## config.mk

```make
export PLATFORM = sky130hd
export DESIGN_NAME = branch_resolve_ctrl
export DESIGN_NICKNAME = d
export VERILOG_FILES = /design/src/rtl/branch_pkg.sv /design/src/rtl/branch_comp.sv /design/src/rtl/branch_resolve_ctrl.sv
export SDC_FILE = /design/constraint.sdc
export NUM_CORES = 1
export LEC_CHECK = 0
export ABC_AREA = 1
export CAP_MARGIN = 30
export CORE_AREA = 2 2 136 138
export DETAILED_ROUTE_END_ITERATION = 6
export DIE_AREA = 0 0 138 140
export PLACE_DENSITY = 0.87
export SYNTH_ARGS = -nofsm -noshare
export SYNTH_HDL_FRONTEND = slang
export SYNTH_HIERARCHICAL = 1
export SYNTH_SLANG_ARGS = --single-unit
```

## constraint.sdc

```tcl
create_clock -name clk -period 2.9 [get_ports clk]
set_clock_uncertainty 0.2 [all_clocks]
set_input_delay 0.725 -clock clk [delete_from_list [all_inputs] [get_ports clk]]
set_output_delay 0.725 -clock clk [all_outputs]
set_load 0.005 [all_outputs]
```

## src/rtl/branch_pkg.sv

```systemverilog
// Shared definitions for the branch resolution controller:
// B-type funct3 encodings and the controller state type.
package branch_pkg;

  localparam logic [2:0] F3_BEQ  = 3'b000;
  localparam logic [2:0] F3_BNE  = 3'b001;
  localparam logic [2:0] F3_BLT  = 3'b100;
  localparam logic [2:0] F3_BGE  = 3'b101;
  localparam logic [2:0] F3_BLTU = 3'b110;
  localparam logic [2:0] F3_BGEU = 3'b111;

  typedef enum logic [1:0] {
    IDLE,
    RESOLVE,
    REDIRECT,
    FLUSH
  } br_state_t;

endpackage

```

## src/rtl/branch_comp.sv

```systemverilog
// Operand comparator for conditional branches; br_un selects an unsigned
// less-than, otherwise the operands compare as two's-complement values.
module branch_comp #(
  parameter int n = 32
) (
  input  logic [n-1:0] a,
  input  logic [n-1:0] b,
  input  logic         br_un,
  output logic         br_eq,
  output logic         br_lt
);

  assign br_eq = (a == b);
  assign br_lt = br_un ? (a < b) : ($signed(a) < $signed(b));

endmodule

```

## src/rtl/branch_resolve_ctrl.sv

```systemverilog
// Resolves one branch per handshake, checks it against the fetch prediction,
// and on a mispredict issues a held redirect followed by a fixed-length flush.
module branch_resolve_ctrl
  import branch_pkg::*;
#(
  parameter int XLEN         = 32,
  parameter int FLUSH_CYCLES = 2,
  parameter int CNT_W        = 16
) (
  input  logic             clk,
  input  logic             rst,
  input  logic             br_valid,
  output logic             br_ready,
  input  logic [2:0]       br_funct3,
  input  logic             br_is_jump,
  input  logic             br_pred_taken,
  input  logic [XLEN-1:0]  br_rs1,
  input  logic [XLEN-1:0]  br_rs2,
  input  logic [XLEN-1:0]  br_pc,
  input  logic [XLEN-1:0]  br_target,
  output logic             resolved_valid,
  output logic             resolved_taken,
  output logic             illegal_funct3,
  output logic             redirect_valid,
  output logic [XLEN-1:0]  redirect_pc,
  input  logic             redirect_ack,
  output logic             flush,
  output logic [CNT_W-1:0] mispredict_count
);

  localparam int FW = $clog2(FLUSH_CYCLES + 2);

  br_state_t state, state_next;

  logic [2:0]      funct3_q;
  logic            is_jump_q;
  logic            pred_q;
  logic [XLEN-1:0] rs1_q, rs2_q, pc_q, target_q;
  logic [FW-1:0]   flush_cnt;

  logic br_un, br_eq, br_lt;
  logic taken_c, illegal_c, mispredict_c;

  // funct3[1] distinguishes the unsigned BLTU/BGEU forms from BLT/BGE.
  assign br_un = funct3_q[1];

  branch_comp #(.n(XLEN)) u_comp (
    .a     (rs1_q),
    .b     (rs2_q),
    .br_un (br_un),
    .br_eq (br_eq),
    .br_lt (br_lt)
  );

  always_comb begin
    taken_c   = 1'b0;
    illegal_c = 1'b0;
    case (funct3_q)
      F3_BEQ:           taken_c = br_eq;
      F3_BNE:           taken_c = !br_eq;
      F3_BLT, F3_BLTU:  taken_c = br_lt;
      F3_BGE, F3_BGEU:  taken_c = !br_lt;
      default:          illegal_c = 1'b1;
    endcase
    if (is_jump_q) begin
      taken_c   = 1'b1;
      illegal_c = 1'b0;
    end
  end

  assign mispredict_c = (taken_c != pred_q);

  always_ff @(posedge clk) begin
    if (rst) state <= IDLE;
    else     state <= state_next;
  end

  always_comb begin
    state_next = state;
    br_ready   = 1'b0;
    flush      = 1'b0;
    case (state)
      IDLE: begin
        br_ready = 1'b1;
        if (br_valid) state_next = RESOLVE;
      end
      RESOLVE: begin
        state_next = mispredict_c ? REDIRECT : IDLE;
      end
      REDIRECT: begin
        if (redirect_ack) state_next = (FLUSH_CYCLES > 0) ? FLUSH : IDLE;
      end
      FLUSH: begin
        flush = 1'b1;
        if (flush_cnt == FW'(1)) state_next = IDLE;
      end
      default: state_next = IDLE;
    endcase
  end

  // Operand latch, result pulses, redirect register and the two counters.
  always_ff @(posedge clk) begin
    if (rst) begin
      funct3_q         <= '0;
      is_jump_q        <= 1'b0;
      pred_q           <= 1'b0;
      rs1_q            <= '0;
      rs2_q            <= '0;
      pc_q             <= '0;
      target_q         <= '0;
      resolved_valid   <= 1'b0;
      resolved_taken   <= 1'b0;
      illegal_funct3   <= 1'b0;
      redirect_valid   <= 1'b0;
      redirect_pc      <= '0;
      flush_cnt        <= '0;
      mispredict_count <= '0;
    end else begin
      resolved_valid <= 1'b0;
      resolved_taken <= 1'b0;
      illegal_funct3 <= 1'b0;
      case (state)
        IDLE: begin
          if (br_valid) begin
            funct3_q  <= br_funct3;
            is_jump_q <= br_is_jump;
            pred_q    <= br_pred_taken;
            rs1_q     <= br_rs1;
            rs2_q     <= br_rs2;
            pc_q      <= br_pc;
            target_q  <= br_target;
          end
        end
        RESOLVE: begin
          resolved_valid <= 1'b1;
          resolved_taken <= taken_c;
          illegal_funct3 <= illegal_c;
          if (mispredict_c) begin
            redirect_valid   <= 1'b1;
            redirect_pc      <= taken_c ? target_q : pc_q + XLEN'(4);
            mispredict_count <= mispredict_count + 1'b1;
          end
        end
        REDIRECT: begin
          if (redirect_ack) begin
            redirect_valid <= 1'b0;
            flush_cnt      <= FW'(FLUSH_CYCLES);
          end
        end
        FLUSH: begin
          flush_cnt <= flush_cnt - 1'b1;
        end
        default: ;
      endcase
    end
  end

endmodule

```

==> results of run 1 <==
layer usage:
metal	track usage	vias up	routed length, µm
li1	-	4478	-
met1	0.330	4144	11200
met2	0.433	345	12500
met3	0.0465	64	1550
met4	0.122	0	987
met5	0	-	0
worst reg2reg max path, cell delays in order (launching register included):
cell                      delay (ps)
sky130_fd_sc_hd__dfxtp_2         320
sky130_fd_sc_hd__inv_1            40
sky130_fd_sc_hd__ha_1            280
sky130_fd_sc_hd__nand2_1          70
sky130_fd_sc_hd__nand2_1          60
sky130_fd_sc_hd__nand2_1          70
sky130_fd_sc_hd__nand2_1          60
sky130_fd_sc_hd__nand2_1          90
sky130_fd_sc_hd__nand3_2          90
sky130_fd_sc_hd__a21oi_2         180
sky130_fd_sc_hd__nand3_1         110
sky130_fd_sc_hd__nand2_1          90
sky130_fd_sc_hd__inv_1            50
sky130_fd_sc_hd__nand2_1          90
sky130_fd_sc_hd__nand3_2         100
sky130_fd_sc_hd__nand4_1         180
sky130_fd_sc_hd__nand2_2         120
sky130_fd_sc_hd__nor2_8          270
sky130_fd_sc_hd__buf_12          190
sky130_fd_sc_hd__nand3_2          80
sky130_fd_sc_hd__a21oi_2         160
power by group through the flow:
stage	combinational [W]	clock [W]	sequential (W)
finish	0.00191	0.00248	0.00309
global placement	0.00166	0	0.00312
floorplan	0.00107	0	0.00307
global route	0.00212	0.00260	0.00312
CTS	0.00173	0.00248	0.00307
detailed placement	0.00171	0	0.00313
timing repair:
item                       CTS  global route
resized for setup            0            84
buffers inserted             0             1
setup endpoints to repair    0            50
registers in the layout, summed over array words and instances (netlist names), named ones only:
name,count
rs2_q,32
flush_cnt,2
resolved_taken,1
pc_q,32
is_jump_q,1
mispredict_count,16
funct3_q,3
state,1
redirect_pc,32
resolved_valid,1
redirect_valid,1
illegal_funct3,1
target_q,32
pred_q,1
rs1_q,32
kinds of logic (layout without fill, tap and decap cells):
| group | count (synthesis) | in the layout | share of synthesized area |
|---|---|---|---|
| compound gates | 266 | 266 | 0.152 |
| fa+ha+maj | 35 | 35 | 0.0492 |
| buf+inv | 172 | 354 | 0.0795 |
| xor+xnor | 12 | 12 | 0.0118 |
| simple gates | 623 | 623 | 0.282 |
| flops | 189 | 189 | 0.425 |
Yosys cell counts, types with 2 or more instances:
master | count | area [µm²]
sky130_fd_sc_hd__o21ai_1 | 15 | 75.1
sky130_fd_sc_hd__dfxtp_1 | 189 | 3780
sky130_fd_sc_hd__buf_6 | 4 | 45.0
sky130_fd_sc_hd__o21ai_0 | 155 | 776
sky130_fd_sc_hd__inv_2 | 4 | 15.0
sky130_fd_sc_hd__nor2_1 | 321 | 1200
sky130_fd_sc_hd__inv_1 | 105 | 394
sky130_fd_sc_hd__a21oi_2 | 2 | 17.5
sky130_fd_sc_hd__nand2_2 | 4 | 25.0
sky130_fd_sc_hd__nand3_2 | 4 | 40.0
sky130_fd_sc_hd__nand2_1 | 226 | 848
sky130_fd_sc_hd__xor2_1 | 6 | 52.6
sky130_fd_sc_hd__clkbuf_1 | 39 | 146
sky130_fd_sc_hd__nor2_2 | 4 | 25.0
sky130_fd_sc_hd__nand3_1 | 46 | 230
sky130_fd_sc_hd__or2_0 | 2 | 12.5
sky130_fd_sc_hd__ha_1 | 35 | 438
sky130_fd_sc_hd__buf_2 | 17 | 85.1
sky130_fd_sc_hd__xnor2_1 | 6 | 52.6
sky130_fd_sc_hd__a21oi_1 | 89 | 445
sky130_fd_sc_hd__nand3b_1 | 3 | 22.5
sky130_fd_sc_hd__buf_4 | 3 | 22.5
sky130_fd_sc_hd__nand4_1 | 6 | 37.5
per-stage QoR:
step	instances	setup TNS (ps)	hold slack [ps]	power (W)
3_5_place_dp	1674	0	218	0.00484
5_1_grt	1708	-6980	265	0.00785
6_report	1708	-313	230	0.00748
3_3_place_gp	1674	0	227	0.00478
4_1_cts	1704	0	227	0.00728
2_1_floorplan	1297	0	197	0.00415
worst min-delay path by stage:
stage | to | slack [ps] | cells after the start
3_3_place_gp | illegal_funct3$_SDFF_PP0_ | 230 | 1
4_1_cts | illegal_funct3$_SDFF_PP0_ | 230 | 1
6_report | illegal_funct3$_SDFF_PP0_ | 230 | 1
5_1_grt | illegal_funct3$_SDFF_PP0_ | 270 | 1
2_1_floorplan | illegal_funct3$_SDFF_PP0_ | 200 | 1
3_5_place_dp | illegal_funct3$_SDFF_PP0_ | 220 | 1
area by class of cell:
class	count	area (µm²)	area share
sequential	189	3800	0.314
multi-input combinational	936	4720	0.390
clock inverter	11	166	0.0137
clock buffer	19	453	0.0374
timing repair buffer	215	2280	0.188
tap	229	287	0.0237
inverter	109	410	0.0339
==> metrics.yaml, run 1 <==
routed_wire_length_per_instance_um: 15.4
syn_area_per_cell_um2: 6.86
worst-slew-pin-transition_ps: 529
most_frequent_cells_in_the_layout: "sky130_fd_sc_hd__nor2_1, sky130_fd_sc_hd__nand2_1, sky130_fd_sc_hd__clkdlybuf4s50_1, sky130_fd_sc_hd__dfxtp_1, sky130_fd_sc_hd__o21ai_0"
ctsHtreeMaxLevel: 4
preCtsSetupSlack_ps: 96.6
slowest_delay_ps: 320
critPathLaunch: "rs2_q[17]$_SDFFE_PP0P_"
required_time_at_the_endpoint_of_the_critical_path_ps: 3060
die_area_um2: 19300
antenna_found_initial: 0
mappedNetlistNets: 1469
final_critical_delay_including_setup_and_external_delays_ps: 2960
timing.critical_path.buf_inv: 3
grt.total_usage: 0.260
cts.sinks: 189
endpoint_kind: "flip-flop"
final_net_count: 1640
chip_width_um: 138
layout-area-overhead-vs-synth_pct: 36.1
setup.reg_to_reg.worst_slack_ps: -60
synth_cell_types: 35
worstPathMaxFanout: 8
remaining_drc_errors: 0
critical_path.most_common_cell: "sky130_fd_sc_hd__nand2_1"
layout.cell_area.non_filler_um2: 12100
grt_setup_unrepaired: "true"
chipHeight_um: 140
cp_delay_by_family_top: "simple AND/OR/NAND/NOR gates"
floorplan.rows: 49
cts-buffers-inserted: 17
endpoint: "redirect_pc[18]$_SDFFE_PP0P_"
vias_per_cell: 5.29
cts-root-buf: "sky130_fd_sc_hd__clkbuf_16"
regToRegStartpoint: "rs2_q[17]$_SDFFE_PP0P_"
worst_setup_path_start_kind: "flip-flop"
yosys_warnings: 6
power_density_nw_per_um2: 618
cap_violations: 0
total_switching_power_w: 0.00228
io-pin-count: 191
synth_edf_count: 0
syn_area_um2: 8900
fp.coreArea_um2: 17800
initial_utilization: 0.501
detailed_place_hpwl_mm: 18.6
drt_first_iter_violations: 601
placed_area_um2: 11100
mostFrequentLayoutCell: "sky130_fd_sc_hd__nor2_1"
nFillCells: 1430
slew_headroom: 0.644
antenna_left: 0
layout.core_utilization: 0.681
timing_hold_violations_final: 0
post-route-period-util: 1.02
power_frac_comb: 0.256
postCtsHoldBufs: 0
number_of_inserted_diodes: 0
weighted_congestion_reported_at_the_end_of_routability_driven_placement: 0.956
achievable-frequency_ghz: 0.338
grt_pass1_wl_mm: 41.3
drt_wl_total_mm: 26.3
holdCritPathClass: "flip-flop to flip-flop"
yosysSeqAreaShare: 0.425
layout_setup_ws_ps: -57.0
worst_skew_pair.late_latency_ps: 430
clock_path_buffers: 2
worst-path-stages: 20
drt_pre_antenna_iters: 5
pwr-share-seq: 0.413
synth_top_flop_cell: "sky130_fd_sc_hd__dfxtp_1"
leakagePower_nw: 4.82
yosys_register_bits: 189
post_route_cells_drive_above_1_share: 0.103
setup_viol: 18
number_of_standard_cells_after_synthesis: 1297
status: "finished with violations"
cts.clk_slew.worst_paths_ps: 70
hold_path_startpoint: "is_jump_q$_SDFFE_PP0P_"
depth_of_the_worst_register_to_register_path: 20
gr-total-overflow: 0
cell_internal_pwr_w: 0.00520
power.share.switching: 0.305
worstPathArrival_ps: 3120
pin_count_of_the_biggest_net_entering_global_routing: 97
tritoncts: "built"
critical_path.cell_chain: "inv_1 -> ha_1 -> nand2_1 -> nand2_1 -> nand2_1 -> nand2_1 -> nand2_1 -> nand3_2 -> a21oi_2 -> nand3_1 -> nand2_1 -> inv_1 -> nand2_1 -> nand3_2 -> nand4_1 -> nand2_2 -> nor2_8 -> buf_12 -> nand3_2 -> a21oi_2"
routed-via-count: 9031
slew_viol_final: 0
irDropWorstVdd_uv: 503
clock_power_frac: 0.331
timing_worst_setup_path_type: "flip-flop to flip-flop"
async_flop_share: 0
place.port_buffers: 190
slowest_stage: "sky130_fd_sc_hd__dfxtp_2"
via_count_of_the_first_global_routing_pass: 8539
r2r-end: "redirect_pc[18]$_SDFFE_PP0P_"
violated_checks: "setup timing"
Note: power is estimated with default switching activity, not from simulation.
==> run 2: changes to the inputs <==
--- a/config.mk
+++ b/config.mk
@@ -6,11 +6,11 @@
 export NUM_CORES = 1
 export LEC_CHECK = 0
 export ABC_AREA = 1
-export CAP_MARGIN = 30
-export CORE_AREA = 2 2 136 138
+export CORE_AREA = 2 2 165 167
+export CTS_CLUSTER_SIZE = 16
 export DETAILED_ROUTE_END_ITERATION = 6
-export DIE_AREA = 0 0 138 140
-export PLACE_DENSITY = 0.87
+export DIE_AREA = 0 0 167 169
+export PLACE_DENSITY = 0.65
 export SYNTH_ARGS = -nofsm -noshare
 export SYNTH_HDL_FRONTEND = slang
 export SYNTH_HIERARCHICAL = 1
==> run 2 against run 1 <==
Effect of this change:
- the flow now finishes without violations
- worst setup slack better by 82 ps
- cell area up 2.1%
- power down 2.3%
- largest power group unchanged
==> metrics.yaml, run 2 (same netlist as run 1, synthesis figures left out) <==
worstPathMaxFanout: 6  # -2
remaining_drc_errors: 0  # unchanged
antenna_left: 0  # unchanged
initial_utilization: 0.336  # -0.165
setup.reg_to_reg.worst_slack_ps: 20  # +80 ps
pin_count_of_the_biggest_net_entering_global_routing: 67  # -31%
holdCritPathClass: "flip-flop to flip-flop"
fin_hold_ws_ps: 230  # -0.0430 ps
cts.sinks: 189  # unchanged
timing_worst_setup_path_type: "flip-flop to flip-flop"
endpoint_kind: "flip-flop"
slew_viol_final: 0  # unchanged
cts-buffers-inserted: 17  # unchanged
floorplan.rows: 60  # +22%
dr.max_layer_used: "met4"
preCtsSetupSlack_ps: 128  # +31.2 ps
via_count_of_the_first_global_routing_pass: 8228  # -3.6%
post-cts-setup-buffers: 0  # unchanged
worst_setup_path_start_kind: "flip-flop"
leakagePower_nw: 4.86  # +0.81%
setup_viol: 0  # -18
grt_setup_unrepaired: "true"
gr-total-overflow: 0  # unchanged
most_frequent_cells_in_the_layout: "sky130_fd_sc_hd__nor2_1, sky130_fd_sc_hd__nand2_1, sky130_fd_sc_hd__clkdlybuf4s50_1, sky130_fd_sc_hd__dfxtp_1, sky130_fd_sc_hd__o21ai_0"
cts.clk_slew.worst_paths_ps: 70  # about the same
worstPathArrival_ps: 3040  # -80 ps
achievable-frequency_ghz: 0.348  # +2.8%
ctsHtreeMaxLevel: 4  # unchanged
place.port_buffers: 190  # unchanged
cap_violations: 0  # unchanged
io-pin-count: 191  # unchanged
drt_pre_antenna_iters: 6  # +1
number_of_inserted_diodes: 0  # unchanged
power_density_nw_per_um2: 591  # -4.3%
slew_headroom: 0.593  # -0.0510
layout-area-overhead-vs-synth_pct: 38.9
required_time_at_the_endpoint_of_the_critical_path_ps: 3070  # about the same
weighted_congestion_reported_at_the_end_of_routability_driven_placement: 0.873  # -8.7%
worst-slew-pin-transition_ps: 605  # +75.9 ps
mostFrequentLayoutCell: "sky130_fd_sc_hd__nor2_1"
die_area_um2: 28200  # +46%
post-route-period-util: 0.991  # -0.0282
irDropWorstVdd_uv: 336  # -33%
worst_skew_pair.late_latency_ps: 430  # about the same
chipHeight_um: 169  # +21%
route.met3.wl_mm: 1.19  # -23%
grt_pass1_wl_mm: 42.4  # +2.7%
tritoncts: "built"
routed-via-count: 8725  # -3.4%
final_net_count: 1646  # +0.37%
grt.total_usage: 0.190  # -0.0706
status: "completed"
layout_setup_ws_ps: 24.7  # +81.7 ps
vias_per_cell: 4.78  # -9.7%
post_route_cells_drive_above_1_share: 0.122  # +0.0190
postCtsHoldBufs: 0  # unchanged
drt_wl_total_mm: 27.6  # +5.0%
fp.coreArea_um2: 26500  # +49%
drt-met1-wl_mm: 12.9  # +14%
timing_hold_violations_final: 0  # unchanged
layout.core_utilization: 0.467  # -0.215
detailed_place_hpwl_mm: 20.5  # +11%
final_critical_delay_including_setup_and_external_delays_ps: 2880  # -81.7 ps
post_cts.resized_instances: 0  # unchanged
antenna_found_initial: 0  # unchanged
routed_wire_length_per_instance_um: 15.1  # -1.8%
met2RoutedLength_mm: 13.2  # +5.5%
drt_first_iter_violations: 567  # -5.7%
cts-root-buf: "sky130_fd_sc_hd__clkbuf_16"
clock_path_buffers: 2  # unchanged
chip_width_um: 167  # +21%
[run 2: changes by cell type in the layout (fill, tap and decap cells not counted), sizes merged]
cell      previous run  this run
buf                 22        27
clkinv               4        10
bufinv               4         1
inv                109       111
clkinvlp             3         0
[run 2: power breakdown]
part	internal, W	total, W	switching [W]
Clock	0.00121	0.00225	0.00104
Sequential	0.00288	0.00311	0.000222
Combinational	0.000880	0.00196	0.00108
Total	0.00497	0.00731	0.00234
[run 2: layout make-up]
class / instances / area (µm²)
clock buffer: 18 / 439
timing repair buffer: 221 / 2330
clock inverter: 13 / 119
inverter: 109 / 412
multi-input combinational: 936 / 4840
tap: 341 / 427
sequential: 189 / 3800
fill: 2672 / 14100
[run 2: layer usage]
metal  vias up  GRT usage
met5         -          0
met1      4008      0.253
met4         0     0.0476
met2       202      0.320
li1       4495          -
met3        20     0.0318
[run 2: through the flow]
step | cells | instance area, µm² | total power (W) | TNS (ps)
2_1_floorplan | 1297 | 8900 | 0.00415 | 0
3_3_place_gp | 1792 | 11300 | 0.00485 | 0
3_5_place_dp | 1792 | 11300 | 0.00488 | 0
4_1_cts | 1823 | 11800 | 0.00714 | 0
5_1_grt | 1827 | 12400 | 0.00777 | -4580
6_report | 1827 | 12400 | 0.00731 | 0
[run 2: worst max-delay path, stage by stage (launching register included)]
cell,delay [ps]
sky130_fd_sc_hd__dfxtp_2,340
sky130_fd_sc_hd__inv_2,40
sky130_fd_sc_hd__ha_4,260
sky130_fd_sc_hd__nand2_2,50
sky130_fd_sc_hd__inv_2,60
sky130_fd_sc_hd__nand3_2,60
sky130_fd_sc_hd__nor3_2,180
sky130_fd_sc_hd__nand2_1,90
sky130_fd_sc_hd__nand2_2,70
sky130_fd_sc_hd__nand2_2,70
sky130_fd_sc_hd__nand2_2,70
sky130_fd_sc_hd__nand2_2,40
sky130_fd_sc_hd__nand2_2,80
sky130_fd_sc_hd__inv_1,40
sky130_fd_sc_hd__nand2_1,70
sky130_fd_sc_hd__nand3_2,120
sky130_fd_sc_hd__nand4_1,210
sky130_fd_sc_hd__nand2_4,90
sky130_fd_sc_hd__nor2_8,250
sky130_fd_sc_hd__clkbuf_16,220
sky130_fd_sc_hd__nand3_4,60
sky130_fd_sc_hd__a21oi_2,130
[run 2: path summary, 6_finish.rpt]
check / startpoint / endpoint / cells past startpoint
setup / recovery: rs2_q[11]$_SDFFE_PP0P_ / redirect_pc[18]$_SDFFE_PP0P_ / 21
hold / removal: is_jump_q$_SDFFE_PP0P_ / illegal_funct3$_SDFF_PP0_ / 1
setup reg to reg: rs2_q[11]$_SDFFE_PP0P_ / redirect_pc[18]$_SDFFE_PP0P_ / 21
hold reg to reg: is_jump_q$_SDFFE_PP0P_ / illegal_funct3$_SDFF_PP0_ / 1
==> run 3: changes to the inputs <==
--- a/config.mk
+++ b/config.mk
@@ -6,12 +6,14 @@
 export NUM_CORES = 1
 export LEC_CHECK = 0
 export ABC_AREA = 1
-export CORE_AREA = 2 2 165 167
+export CORE_AREA = 2 2 136 138
 export CTS_CLUSTER_SIZE = 16
 export DETAILED_ROUTE_END_ITERATION = 6
-export DIE_AREA = 0 0 167 169
-export PLACE_DENSITY = 0.65
+export DIE_AREA = 0 0 138 140
+export GPL_TIMING_DRIVEN = 0
+export PLACE_DENSITY = 0.87
 export SYNTH_ARGS = -nofsm -noshare
 export SYNTH_HDL_FRONTEND = slang
 export SYNTH_HIERARCHICAL = 1
 export SYNTH_SLANG_ARGS = --single-unit
+export TNS_END_PERCENT = 5
==> run 3 against run 2 <==
Effect of this change:
- the run now ends with setup timing left
- clock power grew 2%
- sequential power hardly changed
- global-route usage increased by 10 points
- fmax down 3.1%
- first-iteration DRC count is 56% higher
- largest cell class unchanged
==> metrics.yaml, run 3 (same netlist as run 1, synthesis figures left out) <==
setup_viol: 28  # +28
routed-via-count: 9510  # +9.0%
cts.clk_slew.worst_paths_ps: 70  # about the same
endpoint_kind: "flip-flop"
drt_pre_antenna_iters: 5  # -1
worstPathMaxFanout: 8  # +2
cell_internal_pwr_w: 0.00500  # +0.47%
layout_setup_ws_ps: -67.2  # -91.8 ps
remaining_drc_errors: 0  # unchanged
cts-buffers-inserted: 17  # unchanged
pwr-share-seq: 0.416  # -0.009
critical_path.cell_chain: "inv_2 -> ha_4 -> nand2_4 -> nor2_4 -> nand4_1 -> nor2_2 -> nand2_2 -> nand2_1 -> nand2_1 -> nand2_2 -> inv_2 -> nand2_2 -> nand3_4 -> nand4_1 -> nand3_4 -> buf_12 -> nor2_4 -> nand2_1 -> a21oi_1"
postCtsHoldBufs: 0  # unchanged
cap_violations: 0  # unchanged
fp.coreArea_um2: 17800  # -33%
ctsHtreeMaxLevel: 4  # unchanged
placed_area_um2: 11100  # -1.5%
final_net_count: 1684  # +2.3%
power.share.switching: 0.329  # +0.00934
slowest_delay_ps: 340  # about the same
initial_utilization: 0.501  # +0.165
via_count_of_the_first_global_routing_pass: 8877  # +7.9%
final_critical_delay_including_setup_and_external_delays_ps: 2970  # +91.8 ps
total_switching_power_w: 0.00245  # +4.8%
mostFrequentLayoutCell: "sky130_fd_sc_hd__nor2_1"
worst-slew-pin-transition_ps: 698  # +92.7 ps
io-pin-count: 191  # unchanged
nFillCells: 1467  # -45%
chipHeight_um: 140  # -17%
cts-root-buf: "sky130_fd_sc_hd__clkbuf_16"
violated_checks: "setup timing"
timing.critical_path.buf_inv: 3  # -1
post_route_cells_drive_above_1_share: 0.106  # -0.0168
worst_setup_path_start_kind: "flip-flop"
die_area_um2: 19300  # -32%
chip_width_um: 138  # -17%
timing_hold_violations_final: 0  # unchanged
grt.total_usage: 0.293  # +0.103
achievable-frequency_ghz: 0.337  # -3.1%
clock_path_buffers: 2  # unchanged
slowest_stage: "sky130_fd_sc_hd__dfxtp_2"
place.port_buffers: 190  # unchanged
antenna_left: 0  # unchanged
drt_wl_total_mm: 29.4  # +6.6%
worst_skew_pair.late_latency_ps: 440  # about the same
layout.core_utilization: 0.686  # +0.219
slew_viol_final: 0  # unchanged
routed_wire_length_per_instance_um: 16.8  # +11%
grt_setup_unrepaired: "true"
weighted_congestion_reported_at_the_end_of_routability_driven_placement: 0.967  # +11%
layout-area-overhead-vs-synth_pct: 37.0
pin_count_of_the_biggest_net_entering_global_routing: 17  # -75%
most_frequent_cells_in_the_layout: "sky130_fd_sc_hd__nor2_1, sky130_fd_sc_hd__nand2_1, sky130_fd_sc_hd__clkdlybuf4s50_1, sky130_fd_sc_hd__dfxtp_1, sky130_fd_sc_hd__o21ai_0"
power_frac_comb: 0.275  # +0.007
antenna_found_initial: 1  # +1
gr-total-overflow: 0  # unchanged
layout.cell_area.non_filler_um2: 12200  # -1.4%
holdCritPathClass: "flip-flop to flip-flop"
worstPathArrival_ps: 3130  # +90 ps
detailed_place_hpwl_mm: 21.5  # +4.8%
tritoncts: "built"
power_density_nw_per_um2: 611  # +3.3%
floorplan.rows: 49  # -18%
required_time_at_the_endpoint_of_the_critical_path_ps: 3070  # about the same
drt_first_iter_violations: 887  # +56%
timing_worst_setup_path_type: "flip-flop to flip-flop"
status: "finished with violations"
post-route-period-util: 1.02  # +0.0317
vias_per_cell: 5.42  # +14%
clock_power_frac: 0.309  # +0.002
slew_headroom: 0.535  # -0.0587
cp_delay_by_family_top: "simple AND/OR/NAND/NOR gates"
leakagePower_nw: 4.80  # -1.2%
grt_pass1_wl_mm: 45.0  # +6.1%
cts.sinks: 189  # unchanged
irDropWorstVdd_uv: 490  # +46%
run 3: changes by cell type in the layout (fill, tap and decap cells not counted), sizes merged:
| cell | change |
|---|---|
| inv | +3 |
| clkinv | -8 |
| clkbuf | +37 |
| buf | +3 |
| clkinvlp | +3 |
| diode | +1 |
run 3: layout make-up:
type,instances,area [µm²],share of cell area
Buffer,63,362,0.0297
Multi-Input combinational cell,936,4770,0.391
Clock buffer,20,457,0.0374
Sequential cell,189,3800,0.312
Inverter,109,412,0.0338
Tap cell,229,287,0.0235
Clock inverter,11,109,0.00893
Timing Repair Buffer,196,2000,0.164
Antenna cell,1,2.50,0.000205
run 3: stage by stage:
stage	hold slack [ps]	power (W)	cells	setup slack, ps	setup TNS (ps)
final	253	0.00745	1754	-67.2	-710
after global routing	271	0.00779	1754	-181	-7050
after CTS	252	0.00729	1752	-23.9	-68.3
after detailed placement	230	0.00486	1716	-89.0	-785
after global placement	232	0.00480	1716	-44.7	-204
after floorplan	197	0.00415	1297	460	0
run 3: routing by layer:
| layer | vias to the layer above | wire [µm] | GRT usage |
|---|---|---|---|
| met1 | 4352 | 12000 | 0.376 |
| met3 | 89 | 2320 | 0.0540 |
| li1 | 4590 | - | - |
| met4 | 0 | 1340 | 0.155 |
| met2 | 479 | 13700 | 0.472 |
| met5 | - | 0 | 0 |
run 3: power groups by stage:
stage	sequential, W	clock, W	combinational, W
finish	0.00310	0.00230	0.00205
detailed placement	0.00313	0	0.00173
floorplan	0.00307	0	0.00107
CTS	0.00308	0.00229	0.00191
global route	0.00313	0.00241	0.00225
global placement	0.00312	0	0.00168
run 3: what timing repair did:
item | CTS | global route
pin swaps | 20 | 26
gates cloned | 1 | 0
resized for setup | 60 | 58
endpoints found under the setup margin | 46 | 50
setup buffers | 4 | 1
run 3: path summary, 6_finish.rpt:
check	start	end	slack, ps	depth (start not counted)
worst min-delay path	target_q[9]$_SDFFE_PP0P_	target_q[9]$_SDFFE_PP0P_	250	2
worst max-delay path	rs2_q[23]$_SDFFE_PP0P_	redirect_pc[25]$_SDFFE_PP0P_	-70	19
worst min register to register	target_q[9]$_SDFFE_PP0P_	target_q[9]$_SDFFE_PP0P_	250	2
worst max register to register	rs2_q[23]$_SDFFE_PP0P_	redirect_pc[25]$_SDFFE_PP0P_	-70	19
run 3: worst register-to-register path, stage by stage, from the launching register on:
cell,delay [ps]
sky130_fd_sc_hd__dfxtp_2,340
sky130_fd_sc_hd__inv_2,50
sky130_fd_sc_hd__ha_4,280
sky130_fd_sc_hd__nand2_4,60
sky130_fd_sc_hd__nor2_4,120
sky130_fd_sc_hd__nand4_1,150
sky130_fd_sc_hd__nor2_2,180
sky130_fd_sc_hd__nand2_2,90
sky130_fd_sc_hd__nand2_1,60
sky130_fd_sc_hd__nand2_1,60
sky130_fd_sc_hd__nand2_2,100
sky130_fd_sc_hd__inv_2,40
sky130_fd_sc_hd__nand2_2,70
sky130_fd_sc_hd__nand3_4,90
sky130_fd_sc_hd__nand4_1,230
sky130_fd_sc_hd__nand3_4,240
sky130_fd_sc_hd__buf_12,230
sky130_fd_sc_hd__nor2_4,110
sky130_fd_sc_hd__nand2_1,80
sky130_fd_sc_hd__a21oi_1,110
